## config.mk

```make
export PLATFORM = sky130hd
export DESIGN_NAME = scope_capture_ctrl_flat
export DESIGN_NICKNAME = d
export VERILOG_FILES = /design/src/rtl/scope_capture_if.sv /design/src/rtl/scope_capture_ctrl.sv /design/src/flat_wrapper.sv
export SDC_FILE = /design/constraint.sdc
export NUM_CORES = 1
export LEC_CHECK = 0
export CELL_PAD_IN_SITES_DETAIL_PLACEMENT = 1
export CELL_PAD_IN_SITES_GLOBAL_PLACEMENT = 1
export CORE_MARGIN = 2
export CORE_UTILIZATION = 46
export CTS_BUF_LIST = sky130_fd_sc_hd__clkbuf_4 sky130_fd_sc_hd__clkbuf_8 sky130_fd_sc_hd__clkbuf_16
export CTS_CLUSTER_SIZE = 40
export DETAILED_ROUTE_END_ITERATION = 8
export HOLD_SLACK_MARGIN = 0.06
export PLACE_DENSITY_LB_ADDON = 0.1
export SKIP_LAST_GASP = 1
export SLEW_MARGIN = 20
export SYNTH_ARGS = -nofsm -noshare
export SYNTH_HDL_FRONTEND = slang
export SYNTH_SLANG_ARGS = --single-unit
```

## constraint.sdc

```tcl
create_clock -name CLK_50M -period 6.6 [get_ports CLK_50M]
set_input_delay 1.32 -clock CLK_50M [delete_from_list [all_inputs] [get_ports CLK_50M]]
set_output_delay 1.32 -clock CLK_50M [all_outputs]
set_load 0.01 [all_outputs]
```

## src/rtl/scope_capture_if.sv

```systemverilog
// scope_capture_if
//   Bundles the capture sequencer's stream, control, sample-RAM write and
//   display-handshake signals.
//   Ports (by modport):
//     slave  - the capture sequencer: consumes sample_valid/sample_data,
//              trig_level/trig_edge/trig_mode, arm, decim and frame_ack;
//              drives wr_en/wr_addr/wr_data, frame_ready, auto_fired and busy.
//     master - the surrounding system (ADC stream, controls, display side).
interface scope_capture_if #(
  parameter int ADDR_W = 8
);
  logic              sample_valid;
  logic [7:0]        sample_data;
  logic [7:0]        trig_level;
  logic              trig_edge;
  logic [1:0]        trig_mode;
  logic              arm;
  logic [3:0]        decim;
  logic              frame_ack;
  logic              wr_en;
  logic [ADDR_W-1:0] wr_addr;
  logic [7:0]        wr_data;
  logic              frame_ready;
  logic              auto_fired;
  logic              busy;

  modport master (
    output sample_valid, sample_data, trig_level, trig_edge, trig_mode,
           arm, decim, frame_ack,
    input  wr_en, wr_addr, wr_data, frame_ready, auto_fired, busy
  );

  modport slave (
    input  sample_valid, sample_data, trig_level, trig_edge, trig_mode,
           arm, decim, frame_ack,
    output wr_en, wr_addr, wr_data, frame_ready, auto_fired, busy
  );
endinterface

```

## src/rtl/scope_capture_ctrl.sv

```systemverilog
// scope_capture_ctrl
//   Capture sequencer for the oscilloscope datapath. Decimates the 8-bit ADC
//   sample stream, waits for an edge trigger (or a forced trigger in auto
//   mode), writes one frame of 2^ADDR_W samples into the display sample RAM
//   and then holds frame_ready until the display acknowledges it.
//   Ports:
//     CLK_50M - system clock
//     RST_N   - asynchronous active-low reset
//     bus     - scope_capture_if.slave: sample stream, trigger/mode controls,
//               arm, decim, frame_ack in; RAM write strobe/address/data,
//               frame_ready, auto_fired, busy out (all registered).
module scope_capture_ctrl #(
  parameter int          ADDR_W       = 8,
  parameter logic [15:0] AUTO_TIMEOUT = 16'd1000
) (
  input  logic           CLK_50M,
  input  logic           RST_N,
  scope_capture_if.slave bus
);

  localparam logic [1:0] ST_IDLE = 2'd0;
  localparam logic [1:0] ST_WAIT = 2'd1;
  localparam logic [1:0] ST_CAPT = 2'd2;
  localparam logic [1:0] ST_DONE = 2'd3;

  localparam logic [1:0] MODE_AUTO   = 2'd0;
  localparam logic [1:0] MODE_NORMAL = 2'd1;
  localparam logic [1:0] MODE_SINGLE = 2'd2;
  localparam logic [1:0] MODE_STOP   = 2'd3;

  logic [1:0]        state_q, state_d;
  logic [1:0]        mode_q, mode_d;
  logic [3:0]        decim_q, decim_d;
  logic [3:0]        dcnt_q, dcnt_d;
  logic [15:0]       tcnt_q, tcnt_d;
  logic [7:0]        prev_q, prev_d;
  logic              prev_valid_q, prev_valid_d;
  logic              auto_fired_q, auto_fired_d;
  logic              wr_en_q, wr_en_d;
  logic [ADDR_W-1:0] wr_addr_q, wr_addr_d;
  logic [7:0]        wr_data_q, wr_data_d;
  logic              frame_ready_q, frame_ready_d;
  logic              busy_q, busy_d;

  logic              in_acq;
  logic              accept;
  logic              real_trig;
  logic              timeout_hit;
  logic [15:0]       tcnt_inc;
  logic [ADDR_W-1:0] addr_next;
  logic              enter_wait;

  // Unsigned edge detect between two consecutive accepted samples.
  function automatic logic edge_hit(input logic [7:0] prev, input logic [7:0] cur,
                                    input logic [7:0] lvl, input logic falling);
    if (falling) return (prev > lvl) && (cur <= lvl);
    else         return (prev < lvl) && (cur >= lvl);
  endfunction

  assign in_acq      = (state_q == ST_WAIT) || (state_q == ST_CAPT);
  assign accept      = in_acq && bus.sample_valid && (dcnt_q == 4'd0);
  assign real_trig   = prev_valid_q &&
                       edge_hit(prev_q, bus.sample_data, bus.trig_level, bus.trig_edge);
  assign tcnt_inc    = tcnt_q + 16'd1;
  // Mode is latched on WAIT_TRIG entry, so a live mode change never arms the timeout.
  assign timeout_hit = (mode_q == MODE_AUTO) && (tcnt_inc == AUTO_TIMEOUT);
  assign addr_next   = wr_addr_q + ADDR_W'(1);

  always_comb begin
    state_d       = state_q;
    mode_d        = mode_q;
    decim_d       = decim_q;
    dcnt_d        = dcnt_q;
    tcnt_d        = tcnt_q;
    prev_d        = prev_q;
    prev_valid_d  = prev_valid_q;
    auto_fired_d  = auto_fired_q;
    wr_en_d       = 1'b0;
    wr_addr_d     = wr_addr_q;
    wr_data_d     = wr_data_q;
    frame_ready_d = frame_ready_q;
    enter_wait    = 1'b0;

    case (state_q)
      ST_IDLE: begin
        if ((bus.trig_mode == MODE_AUTO) || (bus.trig_mode == MODE_NORMAL) ||
            ((bus.trig_mode == MODE_SINGLE) && bus.arm)) begin
          state_d    = ST_WAIT;
          enter_wait = 1'b1;
        end
      end

      ST_WAIT, ST_CAPT: begin
        if (bus.trig_mode == MODE_STOP) begin
          // Stop has priority over any sample arriving in the same cycle.
          state_d = ST_IDLE;
        end else begin
          if (bus.sample_valid)
            dcnt_d = (dcnt_q == decim_q) ? 4'd0 : dcnt_q + 4'd1;

          if (accept && (state_q == ST_WAIT)) begin
            prev_d       = bus.sample_data;
            prev_valid_d = 1'b1;
            if (mode_q == MODE_AUTO)
              tcnt_d = tcnt_inc;
            if (real_trig || timeout_hit) begin
              wr_en_d      = 1'b1;
              wr_addr_d    = '0;
              wr_data_d    = bus.sample_data;
              // A genuine edge on the timeout sample is not reported as forced.
              auto_fired_d = ~real_trig;
              state_d      = ST_CAPT;
            end
          end else if (accept) begin
            wr_en_d   = 1'b1;
            wr_addr_d = addr_next;
            wr_data_d = bus.sample_data;
            if (addr_next == {ADDR_W{1'b1}})
              state_d = ST_DONE;
          end
        end
      end

      default: begin
        // ST_DONE: frame_ready rises one cycle after the last write and an
        // ack is only honoured once it is visible to the display.
        frame_ready_d = 1'b1;
        if (frame_ready_q && bus.frame_ack) begin
          frame_ready_d = 1'b0;
          if ((bus.trig_mode == MODE_AUTO) || (bus.trig_mode == MODE_NORMAL)) begin
            state_d    = ST_WAIT;
            enter_wait = 1'b1;
          end else begin
            state_d = ST_IDLE;
          end
        end
      end
    endcase

    if (enter_wait) begin
      mode_d       = bus.trig_mode;
      decim_d      = bus.decim;
      dcnt_d       = 4'd0;
      tcnt_d       = 16'd0;
      prev_valid_d = 1'b0;
      auto_fired_d = 1'b0;
    end

    busy_d = (state_d == ST_WAIT) || (state_d == ST_CAPT);
  end

  always_ff @(posedge CLK_50M or negedge RST_N) begin
    if (!RST_N) begin
      state_q       <= ST_IDLE;
      mode_q        <= MODE_STOP;
      decim_q       <= 4'd0;
      dcnt_q        <= 4'd0;
      tcnt_q        <= 16'd0;
      prev_q        <= 8'd0;
      prev_valid_q  <= 1'b0;
      auto_fired_q  <= 1'b0;
      wr_en_q       <= 1'b0;
      wr_addr_q     <= '0;
      wr_data_q     <= 8'd0;
      frame_ready_q <= 1'b0;
      busy_q        <= 1'b0;
    end else begin
      state_q       <= state_d;
      mode_q        <= mode_d;
      decim_q       <= decim_d;
      dcnt_q        <= dcnt_d;
      tcnt_q        <= tcnt_d;
      prev_q        <= prev_d;
      prev_valid_q  <= prev_valid_d;
      auto_fired_q  <= auto_fired_d;
      wr_en_q       <= wr_en_d;
      wr_addr_q     <= wr_addr_d;
      wr_data_q     <= wr_data_d;
      frame_ready_q <= frame_ready_d;
      busy_q        <= busy_d;
    end
  end

  assign bus.wr_en       = wr_en_q;
  assign bus.wr_addr     = wr_addr_q;
  assign bus.wr_data     = wr_data_q;
  assign bus.frame_ready = frame_ready_q;
  assign bus.auto_fired  = auto_fired_q;
  assign bus.busy        = busy_q;

endmodule

```

## src/flat_wrapper.sv

```systemverilog
// flat-port wrapper written by rule: the top's interface ports become plain ports
module scope_capture_ctrl_flat 
#(
  parameter int          ADDR_W       = 8,
  parameter logic [15:0] AUTO_TIMEOUT = 16'd1000
)
  (CLK_50M, RST_N, bus_sample_valid, bus_sample_data, bus_trig_level, bus_trig_edge, bus_trig_mode, bus_arm, bus_decim, bus_frame_ack, bus_wr_en, bus_wr_addr, bus_wr_data, bus_frame_ready, bus_auto_fired, bus_busy);
  scope_capture_if #(.ADDR_W(ADDR_W)) bus_i ();
  input  logic CLK_50M;
  input  logic RST_N;
  input wire logic [$bits(bus_i.sample_valid)-1:0] bus_sample_valid;
  input wire logic [$bits(bus_i.sample_data)-1:0] bus_sample_data;
  input wire logic [$bits(bus_i.trig_level)-1:0] bus_trig_level;
  input wire logic [$bits(bus_i.trig_edge)-1:0] bus_trig_edge;
  input wire logic [$bits(bus_i.trig_mode)-1:0] bus_trig_mode;
  input wire logic [$bits(bus_i.arm)-1:0] bus_arm;
  input wire logic [$bits(bus_i.decim)-1:0] bus_decim;
  input wire logic [$bits(bus_i.frame_ack)-1:0] bus_frame_ack;
  output wire logic [$bits(bus_i.wr_en)-1:0] bus_wr_en;
  output wire logic [$bits(bus_i.wr_addr)-1:0] bus_wr_addr;
  output wire logic [$bits(bus_i.wr_data)-1:0] bus_wr_data;
  output wire logic [$bits(bus_i.frame_ready)-1:0] bus_frame_ready;
  output wire logic [$bits(bus_i.auto_fired)-1:0] bus_auto_fired;
  output wire logic [$bits(bus_i.busy)-1:0] bus_busy;
  assign bus_i.sample_valid = bus_sample_valid;
  assign bus_i.sample_data = bus_sample_data;
  assign bus_i.trig_level = bus_trig_level;
  assign bus_i.trig_edge = bus_trig_edge;
  assign bus_i.trig_mode = bus_trig_mode;
  assign bus_i.arm = bus_arm;
  assign bus_i.decim = bus_decim;
  assign bus_i.frame_ack = bus_frame_ack;
  assign bus_wr_en = bus_i.wr_en;
  assign bus_wr_addr = bus_i.wr_addr;
  assign bus_wr_data = bus_i.wr_data;
  assign bus_frame_ready = bus_i.frame_ready;
  assign bus_auto_fired = bus_i.auto_fired;
  assign bus_busy = bus_i.busy;
  scope_capture_ctrl #(.ADDR_W(ADDR_W), .AUTO_TIMEOUT(AUTO_TIMEOUT)) u_core (.CLK_50M(CLK_50M), .RST_N(RST_N), .bus(bus_i));
endmodule
```

==> flow_metrics.tcl, run 1 <==
set metrics [dict create \
    grt_antenna_before_repair 0 \
    finalCritPeriodShare_pct 61.0 \
    viasPerCell 5.52 \
    fmax_mhz 248 \
    startpoint_type "input port" \
    async_flop_share_pct 100 \
    ys.flop_type "dfrtp_1" \
    rows 31 \
    boundaryPins 48 \
    numPortBuffers 47 \
    yosys.area.top_type "dfrtp_1" \
    grtUsageMet1_pct 27.4 \
    syn_avg_cell_area_sq_um 9.56 \
    worstMarginPinSlew_ns 0.748 \
    cp_data_arrival_time_ns 4.24 \
    num_vias 2844 \
    drt.antenna.violating_nets 0 \
    p_comb_share_pct 36.9 \
    synth-edff-count 0 \
    fp.dieH_um 90.5 \
    drv_slew 0 \
    synthesis.nets 414 \
    pwr-share-clk_pct 24.7 \
    tns_ns 0 \
    cpPeakStageDelay_ns 0.67 \
    p_sw_share_pct 34.4 \
    pwr-share-seq_pct 38.4 \
    relSlewSlack_pct 50.1 \
    drt_iter0_markers 122 \
    powerDensity_nw_per_um2 335 \
    multi_input_area_sq_um 1890 \
    drc 0 \
    seq_area_frac_synth_pct 41.5 \
    post-dp-hpwl_um 6110 \
    clkLatencyLatePin_ns 0.33 \
    drt-pass1-iter-count 4 \
    ys_ff_latch 57 \
    clock-skew-final_ns 0.0104 \
    total_power_mw 1.41 \
    grt_pass1_wl_um 14200 \
    path_cells "clkdlybuf4s50_1 > a21boi_0 > nand4_1 > nor3_1 > buf_4 > nand2_1 > nor2_1 > nand3_1 > xor2_1 > nor2_1" \
    grt_util_met2_pct 37.2 \
    p_int_mw 0.927 \
    cts_resized 0 \
    p_switching_mw 0.485 \
    leakagePower_nw 1.85 \
    core_sq_um 7250 \
    rsz0062_at_grt "false" \
    setup_viol 0 \
    synth_area_leaders "dfrtp_1, ha_1, mux2_2" \
    worst_setup_path_end_kind "flop" \
    path_buf_inv 2 \
    hold_class "flop to flop" \
    root_buffer "clkbuf_8" \
    required_ns 6.81 \
    cp_common_cell "nor2_1" \
    ir_drop_v 0.000171 \
    status "completed" \
    synth_area_sq_um 3440 \
    final_common_cell "dfrtp_1" \
    post_cts_buffers 0 \
    final_cell_mix "dfrtp_1, clkdlybuf4s50_1, nor2_1" \
    cts_made_buffers 9 \
    die_x_um 90.5 \
    fillers 848 \
    drive_above_1_share_pct 12.5 \
    gr-total-overflow 0 \
    path_max_fanout 13 \
    maxCapViolCount 0 \
    synth.distinct_cells 52 \
    area_growth_syn_to_layout_pct 22.6 \
    grt_pass1_vias 2969 \
    cts-htree-levels 3 \
    grt_util_all_layers_pct 21.5 \
    crit_type "input port to flop" \
    busiest_layer "met2" \
    path_clk_slew_ns 0.07 \
    seqCellArea_sq_um 1430 \
    wl_per_cell_um 15.9 \
    hold_viol 0 \
    synth_top_cell_area_share_pct 40.0 \
    cts_tree "built" \
    hold_buffers 0 \
    critical_path.top_delay_family "simple AND/OR/NAND/NOR gates" \
    synth_cells 360 \
    drt_wl_total_um 8210 \
    start_util_pct 47.5 \
    critPathSlowestCell "nand4_1" \
    gp_congestion 0.790 \
    final_nets 465 \
    numClockSinks 57 \
    dieArea_sq_um 8190 \
    grt_max_degree 58 \
    layout_min_cycle_time_ns 4.03 \
    ys_warn_count 0 \
    grtUsageMet3_pct 4.01 \
    antenna_cells 0 \
    cts_max_path_buffers 2 \
]
[cell type report]
class / count / share of cell area (%)
Tap cell: 99 / 2.93
Clock inverter: 4 / 1.19
Inverter: 21 / 1.87
Multi-Input combinational cell: 272 / 44.7
Sequential cell: 57 / 33.8
Timing Repair Buffer: 50 / 11.6
Clock buffer: 12 / 3.91
[worst paths after layout]
kind	end	slack, ns	depth (start not counted)	start
hold / removal	u_core.bus.wr_data[5]	0.49	1	u_core.bus.wr_data[5]
min in group asynchronous	u_core.prev_q[3]	1.14	2	RST_N
hold reg to reg	u_core.bus.wr_data[5]	0.49	1	u_core.bus.wr_data[5]
setup reg to reg	u_core.tcnt_q[14]	3.27	11	u_core.state_q[0]
max in group asynchronous	u_core.tcnt_q[1]	4.95	2	RST_N
setup / recovery	u_core.tcnt_q[14]	2.57	10	bus_trig_mode[1]
[registers in the layout, summed over array words and instances (netlist names), 2 cells and up]
signal              cells
u_core.bus.wr_data      8
u_core.decim_q          4
u_core.prev_q           8
u_core.mode_q           2
u_core.state_q          2
u_core.dcnt_q           4
u_core.bus.wr_addr      8
u_core.tcnt_q          16
[Yosys cell counts, types with 2 or more instances]
| cell | n |
|---|---|
| and2_1 | 2 |
| mux2i_1 | 4 |
| xor2_1 | 13 |
| o211ai_1 | 2 |
| ha_1 | 26 |
| and3_1 | 5 |
| nor2b_1 | 2 |
| a31oi_1 | 10 |
| or3_1 | 2 |
| nand2b_1 | 2 |
| inv_1 | 21 |
| nand4_1 | 12 |
| xnor2_1 | 11 |
| mux2_2 | 21 |
| nand2_1 | 36 |
| nand3_1 | 13 |
| clkbuf_1 | 6 |
| o21ai_0 | 14 |
| buf_2 | 3 |
| or2_2 | 2 |
| nor2_1 | 39 |
| mux2_1 | 2 |
| nor4_1 | 2 |
| a21o_1 | 3 |
| nor3_1 | 8 |
| dfrtp_1 | 55 |
| a21oi_1 | 18 |
| dfstp_2 | 2 |
[power groups by stage]
stage,Combinational [mW],Clock (mW),Sequential [mW]
after floorplan,0.312,0,0.546
after global placement,0.499,0,0.545
after detailed placement,0.526,0,0.550
after CTS,0.528,0.360,0.544
after global routing,0.578,0.373,0.559
final,0.521,0.349,0.542
[per-layer routing]
layer  wire length (um)  up-vias
met5                  0        -
met4                 91        0
met3                208        7
met2               4220       40
met1               3690     1418
li1                   -     1379
[kinds of logic after synthesis]
kind of cell / synth area share, %
xor+xnor: 6.10
mux: 8.68
simple gates: 19.1
flops: 41.5
fa+ha+maj: 9.45
buf+inv: 3.82
compound gates: 11.3
[stage by stage]
step	std cells	hold slack, ns	setup slack [ns]	util, %	instance area (sq um)
2_1_floorplan	360	0.450	3.13	-	3440
3_3_place_gp	499	0.471	2.31	55.2	4010
3_5_place_dp	499	0.474	2.20	55.2	4010
4_1_cts	515	0.492	2.55	58.2	4220
5_1_grt	515	0.516	2.25	58.2	4220
6_report	515	0.486	2.57	58.2	4220
No activity file was read; power rests on OpenSTA's default activity.
==> inputs of run 2 (changes only) <==
CORE_UTILIZATION = 42   (was 46)
clock period = 4.1 ns   (was 6.6 ns; I/O delays follow)
==> flow_metrics.tcl, run 2 (same netlist as run 1, synthesis figures left out) <==
set metrics [dict create \
    regMostFlops "u_core.tcnt_q" \
    dieArea_sq_um 8940 \
    grt_util_all_layers_pct 20.2 \
    cts-htree-levels 3 \
    cp_common_cell "nor2_1" \
    hold_buffers 0 \
    clock-skew-final_ns 0.0105 \
    final_cell_mix "dfrtp_1, clkdlybuf4s50_1, nor2_1" \
    cp_data_arrival_time_ns 3.54 \
    cts_tree "built" \
    largest_reg_flops 16 \
    path_cells "clkdlybuf4s50_1 > inv_1 > ha_1 > nand4_1 > nor2_1 > nor2_1 > a211o_1 > o32a_1 > a31oi_4 > mux2_2" \
    wl_per_cell_um 16.0 \
    required_ns 4.34 \
    fmax_mhz 303 \
    path_buf_inv 2 \
    num_vias 2806 \
    cpPeakStageDelay_ns 0.46 \
    cts_max_path_buffers 2 \
    fillers 948 \
    drt.antenna.violating_nets 0 \
    hold_class "input port to asynchronous set/reset pin" \
    finalCritPeriodShare_pct 80.5 \
    start_util_pct 42.5 \
    gp_congestion 0.776 \
    path_clk_slew_ns 0.07 \
    post-dp-hpwl_um 5970 \
    crit_type "input port to flop" \
    drt_wl_total_um 8330 \
    rows 33 \
    critPathSlowestCell "a31oi_4" \
    worstMarginPinSlew_ns 0.742 \
    viasPerCell 5.38 \
    startpoint_type "input port" \
    root_buffer "clkbuf_8" \
    rsz0062_at_grt "false" \
    drive_above_1_share_pct 12.7 \
    numClockSinks 57 \
    critical_path.top_delay_family "compound AO/OA/AOI/OAI gates" \
    status "completed" \
    drv_slew 0 \
    core_sq_um 8090 \
    tns_ns 0 \
    numPortBuffers 47 \
    relSlewSlack_pct 50.4 \
    gr-total-overflow 0 \
    drc 0 \
    final_common_cell "dfrtp_1" \
    grt_antenna_before_repair 0 \
    layout_min_cycle_time_ns 3.30 \
    antenna_cells 0 \
    powerDensity_nw_per_um2 544 \
    fp.dieH_um 94.5 \
    drt-pass1-iter-count 4 \
    hold_viol 0 \
    die_x_um 94.5 \
    setup_viol 0 \
    clkLatencyLatePin_ns 0.35 \
    worst_setup_path_end_kind "flop" \
    post_cts_buffers 0 \
    grt_max_degree 32 \
    ir_drop_v 0.000358 \
    maxCapViolCount 0 \
    path_max_fanout 12 \
    leakagePower_nw 1.87 \
    utilization_pct 52.6 \
    cts_made_buffers 9 \
    grt_pass1_wl_um 14000 \
    area_growth_syn_to_layout_pct 23.5 \
    cts_resized 0 \
    grt_pass1_vias 2970 \
    boundaryPins 48 \
    final_nets 466 \
    drt_iter0_markers 43 \
]
==> run 2: cell types whose count changed in the layout (fill, tap and decap cells not counted), sizes merged <==
cell	change
buf	+1
bufinv	+1
clkinvlp	-2
clkinv	+2
clkbuf	-1
==> run 2: report_power, final <==
group | internal, mW | switching, mW | leakage [nW]
combinational | 0.432 | 0.407 | 1.02
sequential | 0.732 | 0.139 | 0.739
clock | 0.364 | 0.241 | 0.117
total | 1.53 | 0.787 | 1.87
==> run 2: path summary, 6_finish.rpt <==
kind | from | end | slack (ns) | cells after the start
worst max-delay path | bus_trig_level[5] | u_core.bus.wr_data[7] | 0.80 | 10
worst min-delay path | RST_N | u_core.bus.wr_data[2] | 0.49 | 1
worst max register to register | u_core.tcnt_q[0] | u_core.bus.wr_data[7] | 0.97 | 8
worst min register to register | u_core.bus.wr_data[5] | u_core.bus.wr_data[5] | 0.50 | 1
max in group asynchronous | RST_N | u_core.mode_q[0] | 2.70 | 2
min in group CLK_50M | u_core.bus.wr_data[5] | u_core.bus.wr_data[5] | 0.50 | 1
==> run 2: metal layers <==
metal	routed length [um]	GRT usage, %	part of all wire, %
met3	281	4.23	3.4
met1	3810	24.4	46
met5	0	0	0
met4	126	6.88	1.5
met2	4110	35.9	49
==> run 2: layout make-up <==
type                       instances  area (sq um)  area share [%]
tap                              105           131            3.09
sequential                        57          1430            33.6
timing repair buffer              51           495            11.7
clock buffer                      11           145            3.41
inverter                          21          78.8            1.85
multi-input combinational        272          1890            44.5
clock inverter                     5          78.8            1.85
==> run 2: metrics by stage <==
stage	setup slack [ns]	instance area [sq um]	hold WS [ns]	power (mW)	instances
detailed placement	0.448	4030	0.485	1.73	506
global route	0.628	4250	0.529	2.47	522
floorplan	1.13	3440	0.450	1.38	360
CTS	0.796	4250	0.503	2.35	522
finish	0.798	4250	0.488	2.32	522
global placement	0.499	4020	0.468	1.68	506
==> inputs of run 3 (changes only) <==
clock period = 3.2 ns   (was 4.1 ns; I/O delays follow)
==> flow_metrics.tcl, run 3 (same netlist as run 1, synthesis figures left out) <==
set metrics [dict create \
    cts_resized 0 \
    rsz0062_at_grt "false" \
    hold_class "input port to asynchronous set/reset pin" \
    path_max_fanout 5 \
    cp_data_arrival_time_ns 3.19 \
    grt_max_degree 46 \
    setup_viol 0 \
    layout_min_cycle_time_ns 2.97 \
    grt_pass1_vias 2971 \
    boundaryPins 48 \
    path_buf_inv 3 \
    cpPeakStageDelay_ns 0.45 \
    cts_made_buffers 9 \
    grt_antenna_before_repair 0 \
    required_ns 3.42 \
    final_cell_area_sq_um 4380 \
    leakagePower_nw 1.95 \
    largest_reg_flops 16 \
    regMostFlops "u_core.tcnt_q" \
    critPathSlowestCell "clkdlybuf4s50_1" \
    cts_max_path_buffers 2 \
    final_nets 483 \
    antenna_cells 0 \
    drc 0 \
    instances_no_fill 539 \
    powerDensity_nw_per_um2 692 \
    post-dp-hpwl_um 6320 \
    dieArea_sq_um 8940 \
    hold_viol 0 \
    numPortBuffers 47 \
    startpoint_type "input port" \
    fmax_mhz 336 \
    fillers 956 \
    dp_cells 523 \
    hold_buffers 0 \
    drt_iter0_markers 60 \
    start_util_pct 42.5 \
    fp.dieH_um 94.5 \
    root_buffer "clkbuf_8" \
    num_vias 2837 \
    worst_setup_path_end_kind "flop" \
    wl_per_cell_um 15.7 \
    clock-skew-final_ns 0.0125 \
    clkLatencyLatePin_ns 0.34 \
    grt_util_all_layers_pct 20.4 \
    gr-total-overflow 0 \
    gp_congestion 0.787 \
    path_cells "clkdlybuf4s50_1 > inv_1 > ha_1 > nor2b_1 > o211ai_1 > a21o_1 > a211o_1 > o32a_1 > a31oi_4 > buf_4 > mux2_2" \
    grt_pass1_wl_um 14200 \
    viasPerCell 5.26 \
    die_x_um 94.5 \
    drt-pass1-iter-count 4 \
    area_growth_syn_to_layout_pct 27.2 \
    status "completed" \
    ir_drop_v 0.000381 \
    finalCritPeriodShare_pct 92.9 \
    rows 33 \
    path_clk_slew_ns 0.07 \
    cts_tree "built" \
    dpl_cell_area_sq_um 4150 \
    crit_type "input port to flop" \
    drive_above_1_share_pct 16.1 \
    maxCapViolCount 0 \
    worstMarginPinSlew_ns 0.616 \
    drt_wl_total_um 8440 \
    numClockSinks 57 \
    final_cell_mix "dfrtp_1, clkdlybuf4s50_1, nor2_1" \
    drt.antenna.violating_nets 0 \
    drv_slew 0 \
    core_sq_um 8090 \
    final_common_cell "dfrtp_1" \
    cts-htree-levels 3 \
    post_cts_buffers 0 \
    critical_path.top_delay_family "compound AO/OA/AOI/OAI gates" \
    relSlewSlack_pct 58.9 \
]
==> run 3: cell count changes in the layout (fill, tap and decap cells not counted) <==
cell and delta:
clkinv_2 -2, o21ai_2 +1, o21ai_4 -1, clkinvlp_4 +1, buf_4 +18, clkbuf_4 +1
buf_2 -1
==> run 3: final timing paths <==
| path | cells past startpoint | from | to | slack, ns |
|---|---|---|---|---|
| setup / recovery | 11 | bus_trig_level[1] | u_core.bus.wr_data[6] | 0.23 |
| max in group asynchronous | 2 | RST_N | u_core.tcnt_q[12] | 2.25 |
| hold / removal | 1 | RST_N | u_core.prev_q[3] | 0.30 |
| setup reg to reg | 9 | u_core.tcnt_q[1] | u_core.bus.wr_data[6] | 0.32 |
| hold reg to reg | 1 | u_core.bus.wr_data[0] | u_core.bus.wr_data[0] | 0.51 |
| min in group CLK_50M | 1 | u_core.bus.wr_data[0] | u_core.bus.wr_data[0] | 0.51 |
==> run 3: routing by layer <==
metal  track usage [%]  part of all wire (%)  vias to the layer above
li1                  -                     -                     1406
met2              36.0                    49                       43
met4              7.25                   1.5                        0
met5                 0                     0                        -
met3              3.03                   3.3                       13
met1              25.3                    46                     1375
==> run 3: area by class of cell <==
| class | instances | area [sq um] | area share (%) |
|---|---|---|---|
| inverters | 21 | 78.8 | 1.80 |
| flip-flops and latches | 57 | 1430 | 32.6 |
| repair buffers | 68 | 626 | 14.3 |
| clock inverters | 4 | 76.3 | 1.74 |
| clock buffers | 12 | 153 | 3.48 |
| multi-input cells | 272 | 1890 | 43.1 |
| well taps | 105 | 131 | 3.00 |
==> run 3: power breakdown <==
group / total (mW) / switching, mW / internal, mW
Sequential: 1.12 / 0.185 / 0.938
Clock: 0.773 / 0.294 / 0.479
Combinational: 1.14 / 0.536 / 0.599
==> run 3: stage by stage <==
stage | setup slack (ns) | power, mW | util, % | TNS [ns] | hold WS (ns)
after floorplan | 0.407 | 1.77 | - | 0 | 0.344
after global placement | -0.0561 | 2.22 | 51.3 | -0.459 | 0.467
after detailed placement | -0.161 | 2.28 | 51.3 | -1.69 | 0.498
after CTS | 0.209 | 3.07 | 54.1 | 0 | 0.518
after global routing | 0.0359 | 3.25 | 54.1 | 0 | 0.330
final | 0.227 | 3.03 | 54.1 | 0 | 0.299
==> run 3: worst reg2reg max path: stages (launching register included) <==
cell and delay (ns):
dfrtp_1 0.45, ha_1 0.28, and4_1 0.27, a21oi_1 0.09, nor4_1 0.29, a31oi_1 0.07
or4_4 0.58, a31oi_4 0.21, buf_4 0.18, mux2_2 0.35
